`src/rtl/lightstand_pkg.sv`:
```
// Shared types and select codes for the light-stand brightness controller.
package lightstand_pkg;

   localparam int NUM_LEVELS = 4;
   localparam int NUM_BTN    = 2;
   localparam int BTN_UP     = 0;
   localparam int BTN_OFF    = 1;

   localparam logic [2:0] SEL_OFF = 3'b000;
   localparam logic [2:0] SEL_L1  = 3'b001;
   localparam logic [2:0] SEL_L2  = 3'b010;
   localparam logic [2:0] SEL_L3  = 3'b011;
   localparam logic [2:0] SEL_L4  = 3'b100;

   typedef enum logic [2:0] {
      S_OFF = 3'd0,
      S_L1  = 3'd1,
      S_L2  = 3'd2,
      S_L3  = 3'd3,
      S_L4  = 3'd4
   } state_t;

   function automatic logic [2:0] state_sel(input state_t s);
      logic [2:0] sel;
      sel = SEL_OFF;
      case (s)
         S_L1:    sel = SEL_L1;
         S_L2:    sel = SEL_L2;
         S_L3:    sel = SEL_L3;
         S_L4:    sel = SEL_L4;
         default: sel = SEL_OFF;
      endcase
      return sel;
   endfunction

endpackage

```
`src/rtl/btn_debounce.sv`:
```
// Raw button -> 2-flop synchronizer -> counting debouncer -> one-cycle press pulse.
module btn_debounce #(
   parameter int unsigned DEBOUNCE_CYCLES = 1_000_000
) (
   input  logic clk,
   input  logic reset_n,
   input  logic btn_raw,
   output logic press
);

   localparam int CNT_W = $clog2(DEBOUNCE_CYCLES);
   localparam logic [CNT_W-1:0] CNT_MAX = CNT_W'(DEBOUNCE_CYCLES - 1);

   logic [1:0]       sync;
   logic             level;
   logic             level_q;
   logic [CNT_W-1:0] cnt;

   always_ff @(posedge clk) begin
      if (!reset_n) begin
         sync    <= '0;
         level   <= 1'b0;
         level_q <= 1'b0;
         cnt     <= '0;
      end else begin
         sync    <= {sync[0], btn_raw};
         level_q <= level;
         // Any cycle agreeing with the accepted level restarts the stability window.
         if (sync[1] == level) begin
            cnt <= '0;
         end else if (cnt == CNT_MAX) begin
            level <= sync[1];
            cnt   <= '0;
         end else begin
            cnt <= cnt + CNT_W'(1);
         end
      end
   end

   // Combinational pulse keeps press-to-state latency at DEBOUNCE_CYCLES+3.
   assign press = level & ~level_q;

endmodule

```
`src/rtl/lightstand_mode_fsm.sv`:
```
// Light-stand mode controller: debounced up/off buttons step OFF->L1..L4 and drive the PWM mux select.
// Optional idle auto-off is enabled by defining LIGHTSTAND_AUTO_OFF_EN.
module lightstand_mode_fsm
   import lightstand_pkg::*;
#(
   parameter int unsigned     DEBOUNCE_CYCLES = 1_000_000,
   parameter longint unsigned AUTO_OFF_CYCLES = 64'd6_000_000_000
) (
   input  logic       i_clk,
   input  logic       i_reset_n,
   input  logic       i_btn_up,
   input  logic       i_btn_off,
   output logic [2:0] o_sel,
   output logic       o_on,
   output logic       o_change
);

   logic [NUM_BTN-1:0] btn_raw;
   logic [NUM_BTN-1:0] press;
   logic               timeout;
   state_t             state;
   state_t             state_nxt;

   assign btn_raw[BTN_UP]  = i_btn_up;
   assign btn_raw[BTN_OFF] = i_btn_off;

   for (genvar g = 0; g < NUM_BTN; g++) begin : g_btn
      btn_debounce #(
         .DEBOUNCE_CYCLES(DEBOUNCE_CYCLES)
      ) u_deb (
         .clk    (i_clk),
         .reset_n(i_reset_n),
         .btn_raw(btn_raw[g]),
         .press  (press[g])
      );
   end

`ifdef LIGHTSTAND_AUTO_OFF_EN
   localparam int IDLE_W = $clog2(AUTO_OFF_CYCLES);
   localparam logic [IDLE_W-1:0] IDLE_MAX = IDLE_W'(AUTO_OFF_CYCLES - 1);

   logic [IDLE_W-1:0] idle_cnt;

   assign timeout = (state != S_OFF) && (idle_cnt == IDLE_MAX);

   // Sitting in or entering OFF also clears, so the count always starts from the last press.
   always_ff @(posedge i_clk) begin
      if (!i_reset_n || press[BTN_UP] || press[BTN_OFF] || state_nxt == S_OFF)
         idle_cnt <= '0;
      else
         idle_cnt <= idle_cnt + IDLE_W'(1);
   end
`else
   logic unused_auto_off;
   assign unused_auto_off = ^AUTO_OFF_CYCLES;
   assign timeout         = 1'b0;
`endif

   always_comb begin
      state_nxt = state;
      if (press[BTN_OFF]) begin
         state_nxt = S_OFF;
      end else if (press[BTN_UP]) begin
         if (state == state_t'(NUM_LEVELS))
            state_nxt = S_OFF;
         else
            state_nxt = state_t'(state + 3'd1);
      end else if (timeout) begin
         state_nxt = S_OFF;
      end
   end

   // Outputs are registered from the next state so they move on the same edge as the state.
   always_ff @(posedge i_clk) begin
      if (!i_reset_n) begin
         state    <= S_OFF;
         o_sel    <= SEL_OFF;
         o_on     <= 1'b0;
         o_change <= 1'b0;
      end else begin
         state    <= state_nxt;
         o_sel    <= state_sel(state_nxt);
         o_on     <= (state_nxt != S_OFF);
         o_change <= (state_nxt != state);
      end
   end

endmodule

```
`config.mk`:
```
export PLATFORM = sky130hd
export DESIGN_NAME = lightstand_mode_fsm
export DESIGN_NICKNAME = d
export VERILOG_FILES = /design/src/rtl/lightstand_pkg.sv /design/src/rtl/btn_debounce.sv /design/src/rtl/lightstand_mode_fsm.sv
export SDC_FILE = /design/constraint.sdc
export NUM_CORES = 1
export LEC_CHECK = 0
export BUFFER_PORTS_ARGS = -buffer_cell sky130_fd_sc_hd__buf_4
export CAP_MARGIN = 15
export CORE_MARGIN = 2
export CORE_UTILIZATION = 45
export CTS_CLUSTER_SIZE = 24
export DETAILED_ROUTE_END_ITERATION = 12
export PLACE_DENSITY = 0.71
export REMOVE_ABC_BUFFERS = 1
export SYNTH_ARGS = -nofsm -noshare
export SYNTH_HDL_FRONTEND = slang
export SYNTH_HIERARCHICAL = 1
export SYNTH_SLANG_ARGS = --single-unit
```
`constraint.sdc`:
```
create_clock -name i_clk -period 1.8 [get_ports i_clk]
set_input_delay 0.36 -clock i_clk [delete_from_list [all_inputs] [get_ports i_clk]]
set_output_delay 0.36 -clock i_clk [all_outputs]
set_load 0.005 [all_outputs]
```
==> results.md, run 1 <==
* Antenna Nets Post-Route at 0
* Clock skew at 0.0109 ns
* Worst Setup End Kind: register
* WHS at 0.253 ns
* Hold Vio Cnt, Final at 0
* Total GRT Usage at between 15 and 20%
* CORE AREA at just over 5000 um2
* Unrepaired setup endpoints after global routing: true
* CP arrival at around 2 ns
* Critical Path RT at about 2 ns
* Area growth syn-to-layout at 25.3%
* Antenna diodes at 0
* First-iteration detailed-routing DRC count at 97
* Final Cycle Share at approximately 99%
* Ports at 9
* CTS clock-pin slew for the worst setup and hold paths at 0.10 ns
* Die Ht at roughly 78 um
* Initial antenna violation count at 0
* Post-route cell area at roughly 3000 um2
* Vias in the first global route at slightly below 2k
* Initial Util at 47.3%
* Leak Pwr at ~1.1 nW
* H-tree Lvls at 2
* Max Slew Vio Count at 0
* Worst slew margin at 65.5%
* FMAX at about 560 MHz
* Area after DPL at roughly 2800 um2
* Post-Synthesis Cells at 271
* Post-layout min period at between 1.5 and 2 ns
* Post-synthesis sequential area ratio at around 46%
* Slew @ Worst Pin at between 0.5 and 0.6 ns
* Hold crit path type: input port to register
* Final-report setup violation count at 0
* Via Count at 2003
* Synthesized area per cell at between 9 and 10 um2
* Crit-path most repeated cell: buf_4
* Clock Path Buffers at 2
* Cell area after synthesis at approximately 2400 um2
* Max-Cap Viols at 0
* DRC at 0
* CTS buffer count at 5
* Vias per inst at between 5 and 6
* First-pass GRT wire length at between 8 and 9 mm
* Avg WL per Cell at around 12 um
* Tot Pwr at between 1.5 and 2 mW
* Largest net degree at the start of global routing at 20
* Commonest non-fill, non-tap cell in the layout: dfxtp_1
* CP Max Fanout at 4
* Clk root buf: clkbuf_8
* Status: finished clean
* Pre-antenna DRT Iters at 4
* Die Span X at a little under 80 um
* Worst setup SP type: register
* Synth warn at 6
* Final #Nets at about 330
* Most frequent cells in the layout: 43 x dfxtp_1, 42 x buf_4, 32 x nor2_1, 15 x nand2_1
* Clock latency at the later pin of the worst-skew pair at 0.32 ns
* Flops & latches, synth at 56
* Detailed Route WL at 4.78 mm
* Worst-path cell chain: ha_4, nand2_4, buf_4, nand4b_1, buf_4, or3_1, mux2i_1
* Slowest-stage cell, CP: or3_1
* Sinks on Clock Net at 56
* Synth unique cells at 36
* Layout cells sized above 1 at 29.6%
* CTS tree: done
* CP max stage delay at approximately 0.38 ns
* Dpl hpwl at about 3.3 mm
* PwrDens at between 600 and 700 nW/um2
* Peak VDD IR at 328 uV
* CP Class: register to register
* Gp weighted congestion at ~0.83
* Die area at a little over 6000 um2
* Total grt overflow at 0
* Num rows at 26
* Number of port buffers at 8
==> area by class of cell <==
type	instances	area [um2]
timing repair buffer	45	352
inverter	13	48.8
multi-input combinational	196	1360
tap	70	87.6
sequential	56	1140
clock buffer	5	68.8
clock inverter	3	18.8
fill	445	2100
==> flip-flops by register name (all words and copies together), names as in the netlist <==
name                 count
g_btn.u_deb/level        2
g_btn.u_deb/level_q      2
o_change                 1
g_btn.u_deb/sync         4
o_sel                    3
state                    3
o_on                     1
g_btn.u_deb/cnt         40
==> stage by stage <==
| stage | util [%] | worst slack (ns) | std cells | TNS [ns] |
|---|---|---|---|---|
| finish | 59.3 | 0.0147 | 388 | 0 |
| global placement | 54.8 | -0.0618 | 377 | -0.118 |
| floorplan | - | -0.151 | 265 | -3.39 |
| global route | 59.3 | -0.0606 | 388 | -0.0635 |
| CTS | 57.5 | -0.00820 | 385 | -0.00820 |
| detailed placement | 54.8 | -0.140 | 377 | -0.379 |
==> cells in the mapped netlist (all sizes together) <==
cell	instances	share of area, %
and3b	1	0.36
o31ai	4	1.2
nor3	6	1.2
o311ai	2	1.3
ha	4	2.0
nor2	32	4.9
nand2	17	3.2
or4	8	2.5
nand4	4	1.0
a21oi	19	4.0
xor2	10	3.6
inv	13	2.0
mux2i	3	1.2
nand3	16	4.3
nand2b	2	0.51
o32ai	1	0.36
nor4	2	0.51
nand4b	3	1.1
and2	5	1.3
nor2b	4	1.0
dfxtp	56	46
xnor2	14	5.0
a22oi	1	0.31
nor4b	4	1.4
a41oi	1	0.36
clkbuf	2	0.31
and3	6	1.6
o21ai	12	2.5
or2	2	0.51
buf	4	0.82
or3	12	3.1
nor4bb	1	0.66
==> report_power, final <==
part           total [mW]  internal [mW]  switching [mW]  leakage [nW]
clock network       0.681          0.272           0.408        0.0479
registers            1.25           1.24         0.00293         0.458
logic              0.0360         0.0164          0.0196         0.588
total                1.96           1.53           0.431          1.09
==> worst paths after layout <==
path,from,to,slack (ns),cells after the start
max reg2reg,g_btn[0].u_deb/cnt[1],g_btn[0].u_deb/level,0.01,7
max,g_btn[0].u_deb/cnt[1],g_btn[0].u_deb/level,0.01,7
min,i_btn_off,g_btn[1].u_deb/sync[0],0.25,2
min reg2reg,g_btn[0].u_deb/sync[0],g_btn[0].u_deb/sync[1],0.44,1
==> cell families after synthesis <==
| family | share of synthesized area (%) |
|---|---|
| multiplexers | 1.23 |
| buffers and inverters | 3.12 |
| flip-flops | 45.8 |
| AO/OA/AOI/OAI | 10.1 |
| XOR/XNOR | 8.58 |
| AND/OR/NAND/NOR | 29.2 |
| adder cells (fa/ha/maj) | 2.04 |
==> critical path, delay by kind of cell (launching register included) <==
kind,cells,cell delay (ns)
and+or+nand+nor,3,0.70
muxes,1,0.13
adders and majority gates,1,0.15
buffers and inverters,2,0.34
DFF,1,0.37
==> metal layers <==
| layer | vias up | GRT usage (%) | part of all wire [%] |
|---|---|---|---|
| li1 | 1041 | - | - |
| met1 | 933 | 20.9 | 49 |
| met2 | 20 | 28.4 | 47 |
| met3 | 9 | 4.42 | 3.1 |
| met4 | 0 | 6.96 | 1.5 |
| met5 | - | 0 | 0 |
==> timing repair <==
action                                  in CTS  in global routing
cloned                                       0                  1
pin swaps                                    3                 11
buffers inserted                             0                  2
endpoints found under the setup margin       9                 38
resized for setup                           13                 22
hold buffers                                 0                  0
Note: power is estimated with default switching activity, not from simulation.
==> run 2, diff against run 1 <==
--- a/config.mk
+++ b/config.mk
@@ -11,6 +11,7 @@
 export CORE_UTILIZATION = 45
 export CTS_CLUSTER_SIZE = 24
 export DETAILED_ROUTE_END_ITERATION = 12
+export GPL_TIMING_DRIVEN = 0
 export PLACE_DENSITY = 0.71
 export REMOVE_ABC_BUFFERS = 1
 export SYNTH_ARGS = -nofsm -noshare
==> run 2 against run 1 <==
The run now ends with negative setup slack left. Core utilization down 2.1 points. Register-to-register slack worse by 0.04 ns. Global-route usage down 1.4 points. Sequential power about the same. Clock-buffer cell count unchanged. Clock skew down 0.0017 ns. First-iteration DRC count down 15%. Critical path type unchanged. Critical endpoint is now g_btn[1].u_deb/cnt[18]. Largest power group unchanged.
==> results.md, run 2 (synthesized netlist as in run 1, its figures left out) <==
* Status: finished with violations
* Failing checks: negative setup slack
* Avg WL per Cell at 12.8 um
* Hold Path Sink: g_btn[1].u_deb/sync[0]
* Final-report setup violation count at 1
* Largest Register: g_btn.u_deb/cnt
* Dpl hpwl at around 2.8 mm
* Antenna Nets Post-Route at 0
* First-iteration detailed-routing DRC count at approximately 80
* Worst setup SP type: register
* FMAX at 547 MHz
* Area after DPL at about 2600 um2
* R2r worst-path depth at 4
* Worst flop-to-flop path endpoint: g_btn[1].u_deb/cnt[18]
* H-tree Lvls at 2
* Commonest non-fill, non-tap cell in the layout: dfxtp_1
* CTS buffer count at 5
* Die Ht at slightly below 80 um
* Reg2Reg Setup Slack at -0.03 ns
* Worst slew margin at around 66%
* Vias in the first global route at between 1.5k and 2k
* Worst Setup End Kind: register
* Most frequent cells in the layout: 38 x dfxtp_1, 32 x nor2_1, 19 x buf_4, 15 x nand2_1
* Gp weighted congestion at ~0.81
* First-pass GRT wire length at between 7 and 8 mm
* Hold crit path type: input port to register
* Largest regs: g_btn.u_deb/cnt x40, g_btn.u_deb/sync x4
* Vias per inst at 5.33
* Peak VDD IR at roughly 430 uV
* Num rows at 26
* Number of port buffers at 8
* Crit path from: g_btn[1].u_deb/cnt[6]
* Ports at 9
* Total grt overflow at 0
* DRC at 0
* PwrDens at ~710 nW/um2
* Worst reg2reg path startpoint: g_btn[1].u_deb/cnt[6]
* Unrepaired setup endpoints after global routing: true
* Layout cells sized above 1 at between 20% and 30%
* Final setup margin at -0.0266 ns
* Leak Pwr at ~0.99 nW
* Fill cells at roughly 460
* Clk root buf: clkbuf_8
* Sinks on Clock Net at 56
* Antenna diodes at 0
* Tot Pwr at 2.09 mW
* Slew @ Worst Pin at between 0.5 and 0.6 ns
* Hold path start: i_btn_off
* Initial Util at approximately 47%
* CP Max Fanout at 7
* Die Span X at just under 80 um
* Final Cycle Share at 101%
* # hold bufs at CTS at 0
* Largest net degree at the start of global routing at 18
* Detailed Route WL at between 4 and 5 mm
* Final core occ at between 50% and 60%
* CTS clock-pin slew for the worst setup and hold paths at 0.10 ns
* Clock Path Buffers at 2
* Area growth syn-to-layout at 20.9%
* Via Count at 1952
* Hold Vio Cnt, Final at 0
* Max reg flops at 40
* Die area at between 6000 and 7000 um2
* Total GRT Usage at between 15 and 20%
* Pre-antenna DRT Iters at 4
* Clock latency at the later pin of the worst-skew pair at 0.31 ns
* Hold Path Stages at 2
* Critical Path RT at a little over 2 ns
* CP arrival at about 2.1 ns
* Clock skew at 0.00922 ns
* CTS tree: done
* Final #Nets at 303
* Max Slew Vio Count at 0
* Dpl ws at -0.335 ns
* CP Class: register to register
* Initial antenna violation count at 0
* Post-route cell area at 2960 um2
* CORE AREA at 5170 um2
* Max-Cap Viols at 0
* Final TNS setup at -0.0266 ns
* Post-layout min period at between 1.5 and 2 ns
-- run 2: cell types whose count changed in the layout (fill, tap and decap cells not counted), sizes merged --
cell / previous run / this run
clkinvlp: 0 / 1
clkinv: 3 / 1
bufinv: 0 / 1
buf: 45 / 23
-- run 2: worst max path at each step --
| stage | to | slack (ns) | depth (start not counted) |
|---|---|---|---|
| floorplan | g_btn[0].u_deb/cnt[18] | -0.15 | 5 |
| finish | g_btn[1].u_deb/cnt[18] | -0.03 | 4 |
| global placement | g_btn[1].u_deb/cnt[6] | -0.53 | 5 |
| global route | g_btn[1].u_deb/cnt[18] | -0.08 | 4 |
| CTS | g_btn[1].u_deb/cnt[19] | -0.07 | 4 |
| detailed placement | g_btn[1].u_deb/cnt[18] | -0.34 | 5 |
-- run 2: critical path: stages (launching register included) --
cell and delay [ns]:
dfxtp_2 0.40, nand4_1 0.19, or4_4 0.52, or4_4 0.54, a21oi_2 0.12
-- run 2: final cells by class --
type	count	area [um2]	share of cell area, %
Multi-Input combinational cell	196	1350	45.6
Timing Repair Buffer	23	196	6.64
Sequential cell	56	1170	39.4
Clock buffer	5	68.8	2.32
Clock inverter	3	42.5	1.44
Inverter	13	48.8	1.65
Tap cell	70	87.6	2.96
-- run 2: through the flow --
| step | std cells | hold slack (ns) |
|---|---|---|
| 2_1_floorplan | 265 | 0.412 |
| 3_3_place_gp | 343 | 0.421 |
| 3_5_place_dp | 345 | 0.418 |
| 4_1_cts | 356 | 0.257 |
| 5_1_grt | 366 | 0.262 |
| 6_report | 366 | 0.267 |
-- run 2: per-layer routing --
layer,wire length [um],vias up,global-route usage [%]
met2,2310,22,26.0
met1,2210,925,19.9
met4,50,0,5.00
li1,-,998,-
met5,0,-,0
met3,128,7,3.84
-- run 2: report_power, final --
part,switching [mW],internal (mW),total (mW)
Combinational,0.0198,0.0170,0.0368
Sequential,0.00345,1.23,1.23
Clock,0.407,0.412,0.820
-- run 2: repair_timing --
| action | CTS | global route |
|---|---|---|
| endpoints found under the setup margin | 38 | 23 |
| pin swaps | 7 | 13 |
| setup buffers | 3 | 10 |
| resized for setup | 25 | 22 |
==> run 3, diff against run 2 <==
--- a/config.mk
+++ b/config.mk
@@ -5,10 +5,12 @@
 export SDC_FILE = /design/constraint.sdc
 export NUM_CORES = 1
 export LEC_CHECK = 0
+export ABC_AREA = 1
 export BUFFER_PORTS_ARGS = -buffer_cell sky130_fd_sc_hd__buf_4
 export CAP_MARGIN = 15
 export CORE_MARGIN = 2
 export CORE_UTILIZATION = 45
+export CTS_CLUSTER_DIAMETER = 120
 export CTS_CLUSTER_SIZE = 24
 export DETAILED_ROUTE_END_ITERATION = 12
 export GPL_TIMING_DRIVEN = 0
==> run 3 against run 2 <==
The run now ends clean. Hold slack lost 0.031 ns. Total power is 3.9% higher. Register-to-register slack gained 0.28 ns. Combinational power down 13%. Global-route usage up 0.45 points. Synthesized area is 18% higher. Via count increased by 20%.
==> results.md, run 3 <==
* Post-route cell area at approximately 3100 um2
* Die Ht at approximately 84 um
* DRC at 0
* Post-synthesis sequential area ratio at 38.9%
* Vias per inst at roughly 5
* Leak Pwr at around 1.1 nW
* Max-Cap Viols at 0
* CTS tree: done
* Slowest-stage cell, CP: nor2_2
* Post-layout min period at between 1.5 and 2 ns
* Synth unique cells at 30
* Dpl hpwl at approximately 3.8 mm
* Dominant cell type by area after synthesis: dfxtp_1
* CP Buf/Inv Count at 2
* Ports at 9
* Status: finished clean
* Initial antenna violation count at 0
* Gp weighted congestion at roughly 0.91
* Top post-synthesis cells by area: dfxtp_1 39%, nand2_1 11%, nor2_2 7.4%
* Dpl ws at roughly 0.039 ns
* Area growth syn-to-layout at 8.13%
* CP Max Fanout at 9
* Largest Register: g_btn.u_deb/cnt
* Top Family by Delay on Critical Path: simple AND/OR/NAND/NOR gates
* CP Class: register to register
* Flops & latches, synth at 56
* Largest regs: g_btn.u_deb/cnt x40, g_btn.u_deb/sync x4
* First-iteration detailed-routing DRC count at about 150
* Total grt overflow at 0
* Sequential cell area at 1120 um2
* Cell area after synthesis at about 2900 um2
* Synth warn at 6
* Clock latency at the later pin of the worst-skew pair at 0.31 ns
* Number of port buffers at 8
* Final setup margin at approximately 0.26 ns
* Synthesized area per cell at 7.44 um2
* Max reg flops at 40
* Num rows at 29
* CORE AREA at approximately 6300 um2
* Worst setup SP type: register
* Synth top area share at roughly two fifths
* Clock skew at 0.0112 ns
* Post-Synthesis Cells at slightly below 400
* Most frequent cells in the layout: 83 x nand2_1, 56 x dfxtp_1, 49 x nor2_1, 38 x inv_1, 35 x nor2_2
* PwrDens at between 600 and 700 nW/um2
* Final #Nets at 407
* Via Count at 2345
* Final TNS setup at 0 ns
* First-pass GRT wire length at between 9 and 10 mm
* Sinks on Clock Net at 56
* H-tree Lvls at 2
* CP max stage delay at 0.42 ns
* Top cells by count, synth: 83 x nand2_1, 56 x dfxtp_1, 50 x nor2_1
* # hold bufs at CTS at 0
* Tot Pwr at about 2.2 mW
* Post-CTS setup buffers at 0
* Layout cells sized above 1 at roughly 22%
* Pre-antenna DRT Iters at 5
* Max Slew Vio Count at 0
* Worst-path cell chain: inv_1, nor2_2, nand3_2, nand2_2, inv_2, nand2_2, nand2_2, nor2_2, nor2_2
* Commonest non-fill, non-tap cell in the layout: nand2_1
* Detailed Route WL at 5.09 mm
* Largest net degree at the start of global routing at 19
* Avg WL per Cell at around 11 um
* Slew @ Worst Pin at around 0.53 ns
* Final Cycle Share at between 80% and 90%
* Area of the multi-input gates at ~1500 um2
* Hold crit path type: input port to register
* Clock Path Buffers at 2
* Die Span X at ~84 um
* Worst slew margin at 64.7%
* Die area at roughly 7100 um2
* Peak VDD IR at approximately 440 uV
* Cts repair resizes at 0
* Vias in the first global route at 2251
* Worst Setup End Kind: register
* Clk root buf: clkbuf_8
* Total GRT Usage at 16.1%
* Fill cells at about 590
* Final-report setup violation count at 0
* Async SR Flop Fraction at 0%
* CTS buffer count at 5
* FMAX at approximately 650 MHz
* Unrepaired setup endpoints after global routing: false
* Antenna diodes at 0
* Count leader, synth: nand2_1
* Initial Util at ~46%
* Critical Path RT at around 2.0 ns
* Hold Vio Cnt, Final at 0
* Post-synth top flop: dfxtp_1
* CTS clock-pin slew for the worst setup and hold paths at approximately 0.09 ns
* CP arrival at around 1.7 ns
* Area after DPL at roughly 3000 um2
* Antenna Nets Post-Route at 0
* Number of flops mapped to enable cells by yosys at 0
## run 3: cell types whose count changed in the layout (fill, tap and decap cells not counted), sizes merged, moves of 8 or more
cell / delta
buf: -15
inv: +30
nand2: +76
nand3: +10
nor2: +54
or3: -12
or4: -8
## run 3: cell type report
type / instances / area share (%)
sequential: 56 / 36.0
tap: 77 / 3.09
inverter: 44 / 5.35
clock inverter: 1 / 0.965
multi-input combinational: 284 / 49.6
timing repair buffer: 8 / 1.93
clock buffer: 7 / 3.09
## run 3: metrics by stage
| stage | hold slack (ns) | util [%] | std cells |
|---|---|---|---|
| 6_report | 0.235 | 49.6 | 477 |
| 4_1_cts | 0.229 | 49.6 | 477 |
| 3_5_place_dp | 0.407 | 47.5 | 469 |
| 2_1_floorplan | 0.390 | - | 384 |
| 5_1_grt | 0.231 | 49.6 | 477 |
| 3_3_place_gp | 0.393 | 47.5 | 469 |
## run 3: per-layer routing
| layer | up-vias | part of all wire, % | track usage [%] |
|---|---|---|---|
| li1 | 1244 | - | - |
| met3 | 6 | 3.5 | 3.26 |
| met2 | 33 | 48 | 27.6 |
| met5 | - | 0 | 0 |
| met4 | 0 | 1.2 | 6.45 |
| met1 | 1062 | 47 | 19.8 |
## run 3: final timing paths
check	startpoint	endpoint	slack (ns)	cells after the start
setup / recovery	g_btn[0].u_deb/level	o_on	0.26	9
hold / removal	i_btn_up	g_btn[0].u_deb/sync[0]	0.24	3
setup reg to reg	g_btn[0].u_deb/level	o_on	0.26	9
hold reg to reg	g_btn[0].u_deb/sync[0]	g_btn[0].u_deb/sync[1]	0.42	2
## run 3: power by group
group / switching [mW] / total [mW] / internal [mW]
Sequential: 0.00346 / 1.25 / 1.24
Combinational: 0.0217 / 0.0320 / 0.0102
Clock: 0.401 / 0.893 / 0.491
Total: 0.426 / 2.17 / 1.75
## run 3: cells by family after synthesis
family / share of synthesized area, %
XOR/XNOR: 4.78
AO/OA/AOI/OAI: 6.21
adder cells (fa/ha/maj): 1.74
AND/OR/NAND/NOR: 40.8
buffers and inverters: 7.56
flip-flops: 38.9
## run 3: worst reg2reg max path: stages, from the launching register on
cell	delay [ns]
dfxtp_1	0.40
inv_1	0.08
nor2_2	0.42
nand3_2	0.13
nand2_2	0.09
inv_2	0.04
nand2_2	0.07
nand2_2	0.07
nor2_2	0.12
nor2_2	0.03
